## src/rtl/kbd_pkg.sv

```systemverilog
// Shared constants, FSM state type and scan-code helpers for the keyboard controller.
package kbd_pkg;

  localparam logic [15:0] KBSR_ADDR = 16'hFE00;
  localparam logic [15:0] KBDR_ADDR = 16'hFE02;

  localparam logic [7:0] SC_EXT    = 8'hE0;
  localparam logic [7:0] SC_BRK    = 8'hF0;
  localparam logic [7:0] SC_LSHIFT = 8'h12;
  localparam logic [7:0] SC_RSHIFT = 8'h59;

  typedef enum logic [1:0] {
    IDLE    = 2'd0,
    BRK     = 2'd1,
    EXT     = 2'd2,
    EXT_BRK = 2'd3
  } kbd_state_t;

  // True for either shift key's scan code.
  function automatic logic is_shift_code(input logic [7:0] code);
    return (code == SC_LSHIFT) || (code == SC_RSHIFT);
  endfunction

endpackage

```

## src/rtl/kbd_ctrl_if.sv

```systemverilog
// Bundles the PS2_host frame handshake and the LC-3 memory bus of kbd_ctrl.
interface kbd_ctrl_if;
  logic        cmd_rdy;
  logic [8:0]  cmd;
  logic        error;
  logic [15:0] mem_addr;
  logic        mem_rd;
  logic        mem_wr;
  logic [15:0] mem_wdata;
  logic [15:0] mem_rdata;

  modport master (
    output cmd_rdy, cmd, error, mem_addr, mem_rd, mem_wr, mem_wdata,
    input  mem_rdata
  );

  modport slave (
    input  cmd_rdy, cmd, error, mem_addr, mem_rd, mem_wr, mem_wdata,
    output mem_rdata
  );
endinterface

```

## src/rtl/kbd_ctrl_scan2ascii.sv

```systemverilog
// scan2ascii: combinational scan code set 2 (make code) to ASCII lookup.
// Letters honour shift as upper case, digits give their US-layout shifted symbol.
module scan2ascii (
  input  logic [7:0] scan,
  input  logic       shift,
  output logic [7:0] ascii,
  output logic       valid
);

  logic [7:0] base;
  logic [7:0] alt;

  // Table lookup: base character, shifted character and a mapped flag.
  always_comb begin
    valid = 1'b0;
    base  = 8'h00;
    alt   = 8'h00;
    case (scan)
      8'h1C: {valid, base, alt} = {1'b1, 8'h61, 8'h41};
      8'h32: {valid, base, alt} = {1'b1, 8'h62, 8'h42};
      8'h21: {valid, base, alt} = {1'b1, 8'h63, 8'h43};
      8'h23: {valid, base, alt} = {1'b1, 8'h64, 8'h44};
      8'h24: {valid, base, alt} = {1'b1, 8'h65, 8'h45};
      8'h2B: {valid, base, alt} = {1'b1, 8'h66, 8'h46};
      8'h34: {valid, base, alt} = {1'b1, 8'h67, 8'h47};
      8'h33: {valid, base, alt} = {1'b1, 8'h68, 8'h48};
      8'h43: {valid, base, alt} = {1'b1, 8'h69, 8'h49};
      8'h3B: {valid, base, alt} = {1'b1, 8'h6A, 8'h4A};
      8'h42: {valid, base, alt} = {1'b1, 8'h6B, 8'h4B};
      8'h4B: {valid, base, alt} = {1'b1, 8'h6C, 8'h4C};
      8'h3A: {valid, base, alt} = {1'b1, 8'h6D, 8'h4D};
      8'h31: {valid, base, alt} = {1'b1, 8'h6E, 8'h4E};
      8'h44: {valid, base, alt} = {1'b1, 8'h6F, 8'h4F};
      8'h4D: {valid, base, alt} = {1'b1, 8'h70, 8'h50};
      8'h15: {valid, base, alt} = {1'b1, 8'h71, 8'h51};
      8'h2D: {valid, base, alt} = {1'b1, 8'h72, 8'h52};
      8'h1B: {valid, base, alt} = {1'b1, 8'h73, 8'h53};
      8'h2C: {valid, base, alt} = {1'b1, 8'h74, 8'h54};
      8'h3C: {valid, base, alt} = {1'b1, 8'h75, 8'h55};
      8'h2A: {valid, base, alt} = {1'b1, 8'h76, 8'h56};
      8'h1D: {valid, base, alt} = {1'b1, 8'h77, 8'h57};
      8'h22: {valid, base, alt} = {1'b1, 8'h78, 8'h58};
      8'h35: {valid, base, alt} = {1'b1, 8'h79, 8'h59};
      8'h1A: {valid, base, alt} = {1'b1, 8'h7A, 8'h5A};
      8'h16: {valid, base, alt} = {1'b1, 8'h31, 8'h21};
      8'h1E: {valid, base, alt} = {1'b1, 8'h32, 8'h40};
      8'h26: {valid, base, alt} = {1'b1, 8'h33, 8'h23};
      8'h25: {valid, base, alt} = {1'b1, 8'h34, 8'h24};
      8'h2E: {valid, base, alt} = {1'b1, 8'h35, 8'h25};
      8'h36: {valid, base, alt} = {1'b1, 8'h36, 8'h5E};
      8'h3D: {valid, base, alt} = {1'b1, 8'h37, 8'h26};
      8'h3E: {valid, base, alt} = {1'b1, 8'h38, 8'h2A};
      8'h46: {valid, base, alt} = {1'b1, 8'h39, 8'h28};
      8'h45: {valid, base, alt} = {1'b1, 8'h30, 8'h29};
      8'h29: {valid, base, alt} = {1'b1, 8'h20, 8'h20};
      8'h5A: {valid, base, alt} = {1'b1, 8'h0A, 8'h0A};
      8'h66: {valid, base, alt} = {1'b1, 8'h08, 8'h08};
      default: {valid, base, alt} = {1'b0, 8'h00, 8'h00};
    endcase
  end

  assign ascii = shift ? alt : base;

endmodule

```

## src/rtl/kbd_ctrl.sv

```systemverilog
// kbd_ctrl: PS/2 scan-code decoder, shift tracking, character FIFO and LC-3
// KBSR/KBDR registers. Optional feature macro: KBD_IRQ_EN (writable IE bit and
// a registered kbd_irq = IE & ready); without it IE reads 0 and kbd_irq is 0.
module kbd_ctrl
  import kbd_pkg::*;
#(
  parameter int FIFO_DEPTH = 4
) (
  input  logic          clk,
  input  logic          rst,
  kbd_ctrl_if.slave     bus,
  output logic          kbd_irq
);

  localparam int PW = (FIFO_DEPTH > 2) ? $clog2(FIFO_DEPTH) : 1;
  localparam logic [PW:0] FULL_CNT = (PW+1)'(FIFO_DEPTH);

  kbd_state_t state, next_state;
  logic       shift, next_shift;
  logic [7:0] code;
  logic [7:0] ascii;
  logic       ascii_valid;
  logic       push_req;

  logic [7:0]    mem [FIFO_DEPTH];
  logic [PW-1:0] wr_ptr, rd_ptr;
  logic [PW:0]   count;
  logic          ovr;
  logic          ie;
  logic [15:0]   rdata;

  logic ready, full, rd_kbsr, rd_kbdr, pop, do_push, ovr_set;

  assign code = bus.cmd[7:0];

  scan2ascii u_scan2ascii (
    .scan  (code),
    .shift (shift),
    .ascii (ascii),
    .valid (ascii_valid)
  );

  // Decoder state and shift flag registers.
  always_ff @(posedge clk) begin
    if (rst) begin
      state <= IDLE;
      shift <= 1'b0;
    end else begin
      state <= next_state;
      shift <= next_shift;
    end
  end

  // Make/break/extended sequence decoding; error aborts any partial sequence.
  always_comb begin
    next_state = state;
    next_shift = shift;
    push_req   = 1'b0;
    if (bus.error) begin
      next_state = IDLE;
    end else if (bus.cmd_rdy) begin
      case (state)
        IDLE: begin
          if (code == SC_EXT) begin
            next_state = EXT;
          end else if (code == SC_BRK) begin
            next_state = BRK;
          end else if (is_shift_code(code)) begin
            next_shift = 1'b1;
          end else begin
            push_req = ascii_valid;
          end
        end
        BRK: begin
          next_state = IDLE;
          if (is_shift_code(code)) begin
            next_shift = 1'b0;
          end else begin
            next_shift = shift;
          end
        end
        EXT: begin
          if (code == SC_BRK) begin
            next_state = EXT_BRK;
          end else begin
            next_state = IDLE;
          end
        end
        EXT_BRK: next_state = IDLE;
        default: next_state = IDLE;
      endcase
    end else begin
      next_state = state;
    end
  end

  // Bus decode and FIFO push/pop/overrun qualification.
  always_comb begin
    ready   = (count != {(PW+1){1'b0}});
    full    = (count == FULL_CNT);
    rd_kbsr = bus.mem_rd & (bus.mem_addr == KBSR_ADDR);
    rd_kbdr = bus.mem_rd & (bus.mem_addr == KBDR_ADDR);
    pop     = rd_kbdr & ready;
    do_push = push_req & (~full | pop);
    ovr_set = push_req & full & ~pop;
  end

  // FIFO pointers, occupancy and sticky overrun flag.
  always_ff @(posedge clk) begin
    if (rst) begin
      wr_ptr <= {PW{1'b0}};
      rd_ptr <= {PW{1'b0}};
      count  <= {(PW+1){1'b0}};
      ovr    <= 1'b0;
    end else begin
      if (do_push) wr_ptr <= wr_ptr + PW'(1);
      if (pop)     rd_ptr <= rd_ptr + PW'(1);
      case ({do_push, pop})
        2'b10:   count <= count + (PW+1)'(1);
        2'b01:   count <= count - (PW+1)'(1);
        default: count <= count;
      endcase
      // A new overrun in the same cycle as a status read must not be lost.
      if (ovr_set)      ovr <= 1'b1;
      else if (rd_kbsr) ovr <= 1'b0;
    end
  end

  // FIFO storage; contents are don't-care while the pointers say empty.
  always_ff @(posedge clk) begin
    if (do_push) mem[wr_ptr] <= ascii;
  end

  // Registered read data, held between reads.
  always_ff @(posedge clk) begin
    if (rst) begin
      rdata <= 16'h0000;
    end else if (bus.mem_rd) begin
      if (rd_kbsr)      rdata <= {ready, ie, ovr, 13'h0000};
      else if (pop)     rdata <= {8'h00, mem[rd_ptr]};
      else              rdata <= 16'h0000;
    end
  end

  assign bus.mem_rdata = rdata;

`ifdef KBD_IRQ_EN
  logic wr_kbsr;
  logic unused_bits;
  assign wr_kbsr     = bus.mem_wr & ~bus.mem_rd & (bus.mem_addr == KBSR_ADDR);
  assign unused_bits = ^{bus.mem_wdata[15], bus.mem_wdata[13:0], bus.cmd[8]};

  // Interrupt enable register and registered interrupt request.
  always_ff @(posedge clk) begin
    if (rst) begin
      ie      <= 1'b0;
      kbd_irq <= 1'b0;
    end else begin
      if (wr_kbsr) ie <= bus.mem_wdata[14];
      kbd_irq <= ie & ready;
    end
  end
`else
  logic unused_bits;
  assign unused_bits = ^{bus.mem_wr, bus.mem_wdata, bus.cmd[8]};
  assign ie      = 1'b0;
  assign kbd_irq = 1'b0;
`endif

endmodule
```

## src/flat_wrapper.sv

```systemverilog
// flat-port wrapper written by rule: the top's interface ports become plain ports
module kbd_ctrl_flat import kbd_pkg::*;
#(
  parameter int FIFO_DEPTH = 4
)
  (clk, rst, kbd_irq, bus_cmd_rdy, bus_cmd, bus_error, bus_mem_addr, bus_mem_rd, bus_mem_wr, bus_mem_wdata, bus_mem_rdata);
  kbd_ctrl_if bus_i ();
  input  logic clk;
  input  logic rst;
  output logic kbd_irq;
  input wire logic [$bits(bus_i.cmd_rdy)-1:0] bus_cmd_rdy;
  input wire logic [$bits(bus_i.cmd)-1:0] bus_cmd;
  input wire logic [$bits(bus_i.error)-1:0] bus_error;
  input wire logic [$bits(bus_i.mem_addr)-1:0] bus_mem_addr;
  input wire logic [$bits(bus_i.mem_rd)-1:0] bus_mem_rd;
  input wire logic [$bits(bus_i.mem_wr)-1:0] bus_mem_wr;
  input wire logic [$bits(bus_i.mem_wdata)-1:0] bus_mem_wdata;
  output wire logic [$bits(bus_i.mem_rdata)-1:0] bus_mem_rdata;
  assign bus_i.cmd_rdy = bus_cmd_rdy;
  assign bus_i.cmd = bus_cmd;
  assign bus_i.error = bus_error;
  assign bus_i.mem_addr = bus_mem_addr;
  assign bus_i.mem_rd = bus_mem_rd;
  assign bus_i.mem_wr = bus_mem_wr;
  assign bus_i.mem_wdata = bus_mem_wdata;
  assign bus_mem_rdata = bus_i.mem_rdata;
  kbd_ctrl #(.FIFO_DEPTH(FIFO_DEPTH)) u_core (.clk(clk), .rst(rst), .bus(bus_i), .kbd_irq(kbd_irq));
endmodule
```

## config.mk

```make
export PLATFORM = sky130hd
export DESIGN_NAME = kbd_ctrl_flat
export DESIGN_NICKNAME = d
export VERILOG_FILES = /design/src/rtl/kbd_pkg.sv /design/src/rtl/kbd_ctrl_if.sv /design/src/rtl/kbd_ctrl_scan2ascii.sv /design/src/rtl/kbd_ctrl.sv /design/src/flat_wrapper.sv
export SDC_FILE = /design/constraint.sdc
export NUM_CORES = 1
export LEC_CHECK = 0
export ABC_CLOCK_PERIOD_IN_PS = 2910
export CAP_MARGIN = 30
export CORE_ASPECT_RATIO = 1.1
export CORE_MARGIN = 10
export CORE_UTILIZATION = 47
export DETAILED_ROUTE_END_ITERATION = 8
export GPL_TIMING_DRIVEN = 0
export PLACE_DENSITY = 0.78
export SLEW_MARGIN = 15
export SYNTH_ARGS = -nofsm -noshare
export SYNTH_HDL_FRONTEND = slang
export SYNTH_SLANG_ARGS = --single-unit
export TNS_END_PERCENT = 30
```

## constraint.sdc

```tcl
create_clock -name clk -period 2.91 [get_ports clk]
set_input_delay 0.291 -clock clk [delete_from_list [all_inputs] [get_ports clk]]
set_output_delay 0.291 -clock clk [all_outputs]
set_load 0.01 [all_outputs]
```

==> summary.txt, run 1 <==
Run status
  – Status: finished clean

Yosys
  – Synth area leaders: edfxtp_1, dfxtp_1, mux4_2
  – Number of synthesized register bits: 50
  – Share of synthesized registers carrying an async set or reset: 0
  – Ys flop type: edfxtp_1
  – Mapped Area: 3250 µm²
  – Yosys top cell area share: 0.259
  – Yosys top cell by area: edfxtp_1
  – Netlist cell types: 57
  – Synthesized area per cell: 9.17 µm²
  – Cells after synthesis: 354
  – Ys Warns: 0
  – EDFF count, synth: 28
  – Register area share after synthesis: 0.395

Layout
  – P&R area growth vs syn: 25.1%
  – ANT cells: 0
  – NumNets Final: 472
  – Post-route cell area: 4060 µm²
  – Post-Layout Cell Count: 495
  – Ratio of cells with drive above 1 in the final layout: 0.199

Detailed routing
  – DR DRC count: 0
  – Routed Antenna Nets: 0
  – Total number of vias: 3014
  – Vias per cell: 6.09
  – WL final: about 9400 µm
  – Post-DR wirelength/cell: around 19 µm
  – Drt initial violations: approximately 190
  – TritonRoute pass-1 iters: 4

Global route
  – Pin count of the biggest net entering global routing: 16
  – GRT Overall Usage: 0.169
  – First-pass GRT wire length: 14800 µm
  – Antenna violations before repair: 0
  – Vias in the first global route: 2956
  – Gr ovfl total: 0

Critical path
  – Crit path kind: register to register
  – WP data required: 3140 ps
  – CP startpoint: u_core.count[2]$_SDFFE_PP0P_
  – WP data arrival: about 3000 ps
  – Cell chain of the critical path: or3_4 -> and3_4 -> or4b_4 -> and3_4 -> inv_2 -> ha_2 -> inv_2 -> fa_2 -> xor2_1 -> or3_1 -> a21oi_2
  – CP Capture Type: register
  – Slowest cell on crit path: or4b_4
  – Max Fanout on Critical Path: 2
  – Startpoint Class: register
  – FF-to-FF Start: u_core.count[2]$_SDFFE_PP0P_
  – CP max stage delay: 490 ps
  – FF-to-FF path depth: 11

Timing
  – Part of the cycle the worst path needs: 0.967
  – Final setup fails: 0
  – Worst Tran Pin Value: 609 ps
  – Post-route minimum period: 2810 ps
  – Worst clock skew: 6.56 ps
  – Rel. slew slack: 0.590
  – Max Fclk: roughly 360 MHz
  – Max-slew violations: 0
  – Final hold viol count: 0
  – Min Hold Slack: 521 ps

Power
  – Leakage: 1.44 nW
  – VDD IR max: just over 0.0003 V
  – Pwr Density: 356 nW/µm²

Hold path
  – Worst min path class: register to register
  – Hold path cells: 2
  – HP Start: u_core.wr_ptr[1]$_SDFFE_PP0P_

Place
  – Placer Congestion: 1.00
  – Area post-placement: 3750 µm²
  – DP HPWL: 6760 µm
  – Number of port buffers: 34
  – Cell Count Post-Placement: 477

Clocking
  – Htree depth: 2
  – Root Buffer: clkbuf_8
  – CTS Sinks: 50
  – CTS clk-pin slew, worst paths: 90 ps
  – Clock buffer count from CTS: 5
  – CTS tree: done
  – Worst skew pair latency: ~300 ps
  – CTS Hold Buffers Added: 0
  – Clock buffer depth: 2

Die
  – Die width: slightly below 100 µm
  – Die Y: about 110 µm
  – # rows: 31
  – Initial Utilization: 0.487
  – I/O pin cnt: 64
  – Die area: 10600 µm²
  – Core ar.: 6670 µm²

Flow run
  – Max Cap Viol: 0
==> worst max-delay path, delay by kind of cell (launching register included) <==
family / cells / cell delay [ps]
and+or+nand+nor: 5 / 1550
xor gates and xnor gates: 1 / 150
buffers and inverters: 2 / 80
AOI/OAI and AO/OA: 1 / 140
adders and majority gates: 2 / 500
DFF: 1 / 330
==> layout by cell type (no fill, tap or decap), types with 8 or more instances in the layout <==
cell type        synthesis  routed
a21oi_1                 29      28
nor2b_1                 15      13
nand2_1                 27      26
mux4_2                   8       8
ha_1                    12       8
clkbuf_1                12       9
edfxtp_1                28      28
nand2b_1                10       9
clkdlybuf4s50_1          0      29
conb_1                   1       8
o21ai_0                 22      20
dfxtp_1                 22      20
inv_1                   13      10
buf_4                    8      20
nor2_1                  34      34
==> final cells by class <==
class	count	area [µm²]
Clock inverter	2	12.5
Timing Repair Buffer	46	419
Tap cell	82	103
Fill cell	556	2610
Clock buffer	6	82.6
Multi-Input combinational cell	264	1920
Buffer	32	183
Sequential cell	50	1280
Inverter	13	53.8
==> report_power, final <==
group	total (W)	internal, W	switching (W)
combinational	0.000286	0.000120	0.000166
clock	0.000410	0.000191	0.000219
sequential	0.000751	0.000749	0.00000202
==> path summary, 6_finish.rpt <==
path	endpoint	slack, ps
max	u_core.count[2]$_SDFFE_PP0P_	100
min	u_core.wr_ptr[1]$_SDFFE_PP0P_	520
max reg2reg	u_core.count[2]$_SDFFE_PP0P_	100
min reg2reg	u_core.wr_ptr[1]$_SDFFE_PP0P_	520
==> cell families after synthesis <==
family,after synthesis,synth area share
and+or+nand+nor,132,0.211
xor gates and xnor gates,5,0.0135
buffers and inverters,47,0.0694
other,1,0.00115
AOI/OAI and AO/OA,91,0.179
DFF,50,0.395
adders and majority gates,13,0.0524
muxes,15,0.0794
==> synth_stat cells, types with 2 or more instances <==
library cell	instances
o22ai_1	2
ha_1	12
nor2_1	34
or4_1	3
mux2i_1	4
xor2_1	3
or4b_1	2
dfxtp_1	22
o2111ai_1	3
xnor2_1	2
and2_1	5
a2111oi_0	2
mux4_2	8
buf_4	8
nor4_1	3
inv_1	13
nand4_1	4
nand2_1	27
edfxtp_1	28
a211oi_1	5
and2b_1	4
buf_2	9
nand3b_1	2
a21oi_1	29
a22oi_1	3
a21boi_0	3
and3_1	3
o21ai_0	22
o211ai_1	4
nor3b_1	2
or3_1	5
nor2b_1	15
nand2b_1	10
clkbuf_1	12
buf_1	4
mux2_2	2
a311oi_1	6
o32ai_1	2
nor3_1	7
nand3_1	3
==> state kept, by name, summed over array words and instances, names as in the netlist, named ones only <==
| register | cells |
|---|---|
| u_core.mem | 28 |
| u_core.bus.mem_rdata | 9 |
| u_core.count | 3 |
| u_core.rd_ptr | 2 |
| u_core.state | 2 |
| u_core.wr_ptr | 2 |
| u_core.ovr | 1 |
| u_core.shift | 1 |
==> routing by layer <==
layer | up-vias | share of wire | track usage
li1 | 1397 | - | -
met1 | 1418 | 0.38 | 0.184
met2 | 161 | 0.50 | 0.295
met3 | 38 | 0.074 | 0.0373
met4 | 0 | 0.045 | 0.0953
met5 | - | 0 | 0
==> per-stage QoR <==
step	setup TNS, ps	util	total power (W)	setup WS (ps)
global placement	-25470	0.562	0.00102	-987
global route	-6.02	0.609	0.00150	-6.02
finish	0	0.609	0.00145	95.9
detailed placement	-30150	0.562	0.00102	-1120
CTS	0	0.600	0.00144	36.6
floorplan	0	-	0.000924	8.41
==> timing repair <==
item,CTS,global route
endpoints found under the setup margin,33,2
resized for setup,40,10
endpoints found under the hold margin,0,0
buffers inserted,10,2
pin swaps,9,2
(Power assumes the default switching activity.)
==> inputs of run 2 (changes only) <==
--- a/config.mk
+++ b/config.mk
@@ -9,10 +9,10 @@
 export CAP_MARGIN = 30
 export CORE_ASPECT_RATIO = 1.1
 export CORE_MARGIN = 10
-export CORE_UTILIZATION = 47
+export CORE_UTILIZATION = 35
 export DETAILED_ROUTE_END_ITERATION = 8
 export GPL_TIMING_DRIVEN = 0
-export PLACE_DENSITY = 0.78
+export PLACE_DENSITY = 0.61
 export SLEW_MARGIN = 15
 export SYNTH_ARGS = -nofsm -noshare
 export SYNTH_HDL_FRONTEND = slang
==> summary.txt, run 2 (synthesis gave the netlist of run 1 again) <==
Place
  – DP HPWL: between 6000 and 7000 µm
  – Pre-CTS setup slack: -1060 ps
  – Placer Congestion: 0.928
  – Number of port buffers: 34

Hold path
  – Worst min path class: input port to register
  – HP Start: bus_mem_rd
  – Hold path cells: 4
  – WHS Endpoint: u_core.bus.mem_rdata[1]$_SDFFE_PP0P_

Layout
  – Max reg flops: 28
  – ANT cells: 0
  – Ratio of cells with drive above 1 in the final layout: 0.200
  – Commonest non-fill, non-tap cell in the layout: nor2_1
  – P&R area growth vs syn: 26.8%
  – NumNets Final: between 400 and 500
  – Largest Register: u_core.mem
  – Most frequent cells in the layout: nor2_1, a21oi_1, clkdlybuf4s50_1

Detailed routing
  – Routed Antenna Nets: 0
  – Post-DR wirelength/cell: 17.6 µm
  – TritonRoute pass-1 iters: 4
  – Drt initial violations: 247
  – WL final: 9300 µm
  – Vias per cell: between 5 and 6
  – Total number of vias: roughly 2900
  – DR DRC count: 0

Die
  – Core ar.: 8960 µm²
  – Die area: 13500 µm²
  – Die width: 112 µm
  – Initial Utilization: 0.362
  – # rows: 36
  – I/O pin cnt: 64
  – Die Y: 121 µm

Critical path
  – Cell chain of the critical path: or3_4 -> and3_4 -> or4b_4 -> and3_4 -> inv_1 -> ha_2 -> inv_2 -> fa_2 -> xor2_1 -> or3_1 -> a21oi_1
  – FF-to-FF path depth: 11
  – CP Capture Type: register
  – WP data required: roughly 3100 ps
  – WP data arrival: 3060 ps
  – Top cell by count, worst path: and3_4
  – CP max stage delay: 540 ps
  – Worst R2R End: u_core.count[2]$_SDFFE_PP0P_
  – CP startpoint: u_core.count[0]$_SDFFE_PP0P_
  – Startpoint Class: register
  – FF-to-FF Start: u_core.count[0]$_SDFFE_PP0P_
  – Max Fanout on Critical Path: 2
  – Crit path kind: register to register
  – Reg2Reg Setup Slack: 80 ps
  – Slowest cell on crit path: or4b_4

Run status
  – Status: finished clean

Timing
  – Worst Tran Pin Value: about 670 ps
  – Min Hold Slack: 421 ps
  – Setup ws final: around 80 ps
  – Max Fclk: around 350 MHz
  – Rel. slew slack: 0.548
  – RSZ-0062 raised after global routing: false
  – Final setup fails: 0
  – Max-slew violations: 0
  – Worst clock skew: 8.97 ps
  – Post-route minimum period: 2830 ps
  – Final hold viol count: 0
  – Part of the cycle the worst path needs: 0.972

Clocking
  – CTS Hold Buffers Added: 0
  – Root Buffer: clkbuf_8
  – CTS Sinks: 50
  – CTS clk-pin slew, worst paths: 100 ps
  – Clock buffer depth: 2
  – Worst skew pair latency: 300 ps
  – Clock buffer count from CTS: 5
  – Htree depth: 2
  – CTS tree: done

Global route
  – Antenna violations before repair: 0
  – Pin count of the biggest net entering global routing: 17
  – Met3 Use GR: 0.0282
  – GRT busiest layer: met2
  – Gr ovfl total: 0
  – GRT met2 Usage: 0.227
  – Vias in the first global route: slightly below 3000
  – GRT Overall Usage: 0.132
  – Grt met1 use: 0.157
  – First-pass GRT wire length: 15000 µm

Power
  – Pwr Density: between 300 and 400 nW/µm²
  – Leakage: 1.46 nW
  – VDD IR max: 0.000195 V

Flow run
  – Max Cap Viol: 0
==> run 2: how the worst max path moves through the flow <==
| stage | slack [ps] | endpoint | depth (start not counted) |
|---|---|---|---|
| after floorplan | 8 | u_core.count[2]$_SDFFE_PP0P_ | 16 |
| after global placement | -1020 | u_core.count[2]$_SDFFE_PP0P_ | 16 |
| after detailed placement | -1060 | u_core.count[2]$_SDFFE_PP0P_ | 16 |
| after CTS | 30 | u_core.count[2]$_SDFFE_PP0P_ | 11 |
| after global routing | 5 | u_core.count[2]$_SDFFE_PP0P_ | 11 |
| final | 80 | u_core.count[2]$_SDFFE_PP0P_ | 11 |
==> run 2: area by class of cell <==
| type | instances | area, µm² |
|---|---|---|
| multi-input combinational | 264 | 1900 |
| tap | 114 | 143 |
| fill | 855 | 4850 |
| clock buffer | 5 | 68.8 |
| inverter | 13 | 53.8 |
| timing repair buffer | 49 | 438 |
| buffer | 32 | 186 |
| sequential | 50 | 1280 |
| clock inverter | 3 | 43.8 |
==> run 2: worst max-delay path: cells and delay by family (launching register included) <==
family / cells / cell delay (ps)
AOI/OAI and AO/OA: 1 / 120
DFF: 1 / 330
adders and majority gates: 2 / 500
xor gates and xnor gates: 1 / 150
and+or+nand+nor: 5 / 1570
buffers and inverters: 2 / 100
==> run 2: power breakdown <==
part | switching (W) | total [W] | internal [W]
sequential | 0.00000173 | 0.000751 | 0.000749
combinational | 0.000165 | 0.000289 | 0.000125
clock | 0.000233 | 0.000490 | 0.000258
==> run 2: metal layers <==
| metal | vias up | wire (µm) |
|---|---|---|
| met5 | - | 0 |
| met4 | 0 | 272 |
| met3 | 24 | 726 |
| met2 | 151 | 4430 |
| met1 | 1371 | 3880 |
| li1 | 1402 | - |
==> run 2: metrics by stage <==
stage               setup TNS [ps]  std cells   util  total power (W)  area, µm²
floorplan                        0        361      -         0.000924       3310
global placement            -26150        509  0.423          0.00102       3790
detailed placement          -26040        509  0.423          0.00102       3790
CTS                              0        530  0.455          0.00153       4080
global route                     0        530  0.459          0.00159       4120
finish                           0        530  0.459          0.00153       4120
==> run 2: timing repair <==
item / CTS / global route
pin swaps: 9 / 5
gates cloned: 0 / 0
gates resized for setup: 36 / 14
setup endpoints to repair: 36 / 10
setup buffers: 15 / 0
==> inputs of run 3 (changes only) <==
--- a/config.mk
+++ b/config.mk
@@ -5,15 +5,16 @@
 export SDC_FILE = /design/constraint.sdc
 export NUM_CORES = 1
 export LEC_CHECK = 0
+export ABC_AREA = 1
 export ABC_CLOCK_PERIOD_IN_PS = 2910
 export CAP_MARGIN = 30
-export CORE_ASPECT_RATIO = 1.1
+export CORE_ASPECT_RATIO = 1.25
 export CORE_MARGIN = 10
 export CORE_UTILIZATION = 35
 export DETAILED_ROUTE_END_ITERATION = 8
 export GPL_TIMING_DRIVEN = 0
 export PLACE_DENSITY = 0.61
-export SLEW_MARGIN = 15
+export SLEW_MARGIN = 20
 export SYNTH_ARGS = -nofsm -noshare
 export SYNTH_HDL_FRONTEND = slang
 export SYNTH_SLANG_ARGS = --single-unit
==> summary.txt, run 3 <==
Clocking
  – CTS clk-pin slew, worst paths: 80 ps
  – CTS Sinks: 50
  – CTS Hold Buffers Added: 0
  – Clock buffer count from CTS: 5
  – Worst skew pair latency: around 300 ps
  – Clock buffer depth: 2
  – CTS tree: done
  – Root Buffer: clkbuf_8
  – Htree depth: 2

Critical path
  – WP data arrival: 2810 ps
  – Slowest cell on crit path: clkdlybuf4s50_1
  – CP max stage delay: 650 ps
  – WP data required: roughly 3100 ps
  – Startpoint Class: input port
  – Reg2Reg Setup Slack: 560 ps
  – Crit path kind: input port to register
  – Max Fanout on Critical Path: 7
  – CP Capture Type: register
  – Cell chain of the critical path: clkdlybuf4s50_1 -> nand2_2 -> nor3_2 -> nor2_1 -> nand2_1 -> nor2_2 -> nand3_4 -> ha_1 -> inv_1 -> fa_1 -> a21oi_1 -> o21ai_0 -> o21ai_0 -> a21oi_1

Yosys
  – Multiplexer share of the synthesized area: 0
  – Ys Warns: 0
  – Most common library cells after synthesis: nand2_1, nor2_1, inv_1
  – Largest family of logic cells by synthesized area: simple AND/OR/NAND/NOR gates
  – EDFF count, synth: 28
  – Synth area leaders: edfxtp_1, dfxtp_1, nand2_1
  – Ys flop type: edfxtp_1
  – Xor and xnor area share after synthesis: 0
  – Post-synthesis compound-gate area fraction: 0.155
  – Mapped Area: 3070 µm²
  – Number of synthesized register bits: 50
  – Post-Synth Simple-Gate Area: 0.282
  – Yosys top cell area share: 0.274
  – Yosys top cell by area: edfxtp_1
  – Synthesized area per cell: 7.37 µm²
  – Most frequent cell after synthesis: nand2_1
  – Netlist cell types: 33
  – Cells after synthesis: 417
  – Share of synthesized registers carrying an async set or reset: 0
  – Register area share after synthesis: 0.417
  – Post-Synth Adder-Cell Area: 0.0554

Detailed routing
  – Drt initial violations: about 220
  – Total number of vias: 2880
  – Vias per cell: 4.89
  – Routed Antenna Nets: 0
  – Post-DR wirelength/cell: 14.1 µm
  – DR DRC count: 0
  – WL final: a little over 8000 µm
  – TritonRoute pass-1 iters: 4

Hold path
  – Worst min path class: register to register

Timing
  – Post-route minimum period: 2620 ps
  – RSZ-0062 raised after global routing: false
  – Rel. slew slack: 0.529
  – Final setup fails: 0
  – Max Fclk: 381 MHz
  – Setup TNS: 0 ps
  – Part of the cycle the worst path needs: 0.901
  – Max-slew violations: 0
  – Min Hold Slack: 467 ps
  – Worst clock skew: 7.64 ps
  – Final hold viol count: 0
  – Worst Tran Pin Value: slightly above 700 ps

Die
  – I/O pin cnt: 64
  – # rows: 38
  – Initial Utilization: 0.357
  – Die width: between 100 and 150 µm
  – Core ar.: 8610 µm²
  – Die Y: 125 µm
  – Die area: 13000 µm²

Global route
  – Gr ovfl total: 0
  – Antenna violations before repair: 0
  – First-pass GRT wire length: 13800 µm
  – Pin count of the biggest net entering global routing: 17
  – GRT Overall Usage: 0.126
  – Vias in the first global route: 2899

Layout
  – Most frequent cells in the layout: nand2_1, nor2_1, o21ai_0
  – ANT cells: 0
  – Commonest non-fill, non-tap cell in the layout: nand2_1
  – P&R area growth vs syn: 21.3%
  – Largest Register: u_core.mem
  – NumNets Final: 528
  – Ratio of cells with drive above 1 in the final layout: 0.0917
  – Max reg flops: 28
  – Post-route cell area: 3730 µm²

Power
  – Switching pwr: 0.000365 W
  – Pwr Density: roughly 370 nW/µm²
  – VDD IR max: 0.000156 V
  – Comb power frac: 0.167
  – Sequential share of power: 0.547
  – Switching part of the total: 0.266
  – Clock power frac: 0.286
  – Internal: 0.00101 W
  – Leakage: 1.55 nW

Flow run
  – Max Cap Viol: 0

Run status
  – Status: finished clean

Place
  – Number of port buffers: 36
  – Placer Congestion: a little under 1
  – Area post-placement: 3610 µm²
  – DP HPWL: 6600 µm
[run 3: path summary, 6_finish.rpt]
check / startpoint / end / depth (start not counted)
max reg2reg: u_core.count[1]$_SDFFE_PP0P_ / u_core.count[2]$_SDFFE_PP0P_ / 12
min reg2reg: u_core.bus.mem_rdata[5]$_SDFFE_PP0P_ / u_core.bus.mem_rdata[5]$_SDFFE_PP0P_ / 2
min: u_core.bus.mem_rdata[5]$_SDFFE_PP0P_ / u_core.bus.mem_rdata[5]$_SDFFE_PP0P_ / 2
max: bus_cmd[4] / u_core.count[2]$_SDFFE_PP0P_ / 14
[run 3: timing repair]
item                                    CTS  global route
endpoints found under the setup margin   30             2
hold endpoints to repair                  0             0
pin swaps                                 0             1
setup buffers                             0             1
gates resized for setup                   4            14
[run 3: power groups by stage]
stage	clock, W	sequential, W	combinational, W
after floorplan	0	0.000768	0.000137
after global routing	0.000430	0.000753	0.000254
after CTS	0.000407	0.000752	0.000224
final	0.000394	0.000752	0.000229
after detailed placement	0	0.000768	0.000223
after global placement	0	0.000768	0.000222
[run 3: logic make-up after synthesis]
| group | count (synthesis) |
|---|---|
| simple gates | 206 |
| compound gates | 85 |
| buf+inv | 62 |
| flops | 50 |
| fa+ha+maj | 13 |
| other cells | 1 |
[run 3: through the flow]
stage / cells / power (W) / utilization / setup WS (ps)
final: 589 / 0.00138 / 0.433 / 287
after global routing: 589 / 0.00144 / 0.433 / 21.7
after CTS: 588 / 0.00138 / 0.430 / 60.3
after detailed placement: 580 / 0.000991 / 0.420 / -566
after global placement: 580 / 0.000990 / 0.420 / -520
after floorplan: 424 / 0.000904 / - / 419
[run 3: area by class of cell]
class,count,area [µm²]
fill,930,4880
multi-input combinational,312,1580
sequential,50,1280
timing repair buffer,37,360
inverter,44,168
tap,120,150
buffer,18,109
clock buffer,6,72.6
clock inverter,2,13.8
[run 3: worst max-delay path, delay by kind of cell]
kind | cells | cell delay, ps
and+or+nand+nor | 6 | 760
buffers and inverters | 2 | 720
adders and majority gates | 2 | 580
AOI/OAI and AO/OA | 4 | 450
[run 3: per-layer routing]
layer  track usage  part of all wire  vias to the layer above
met1         0.141              0.43                     1283
met2         0.221              0.49                       90
met4        0.0722             0.038                        0
met5             0                 0                        -
li1              -                 -                     1483
met3        0.0192             0.046                       24
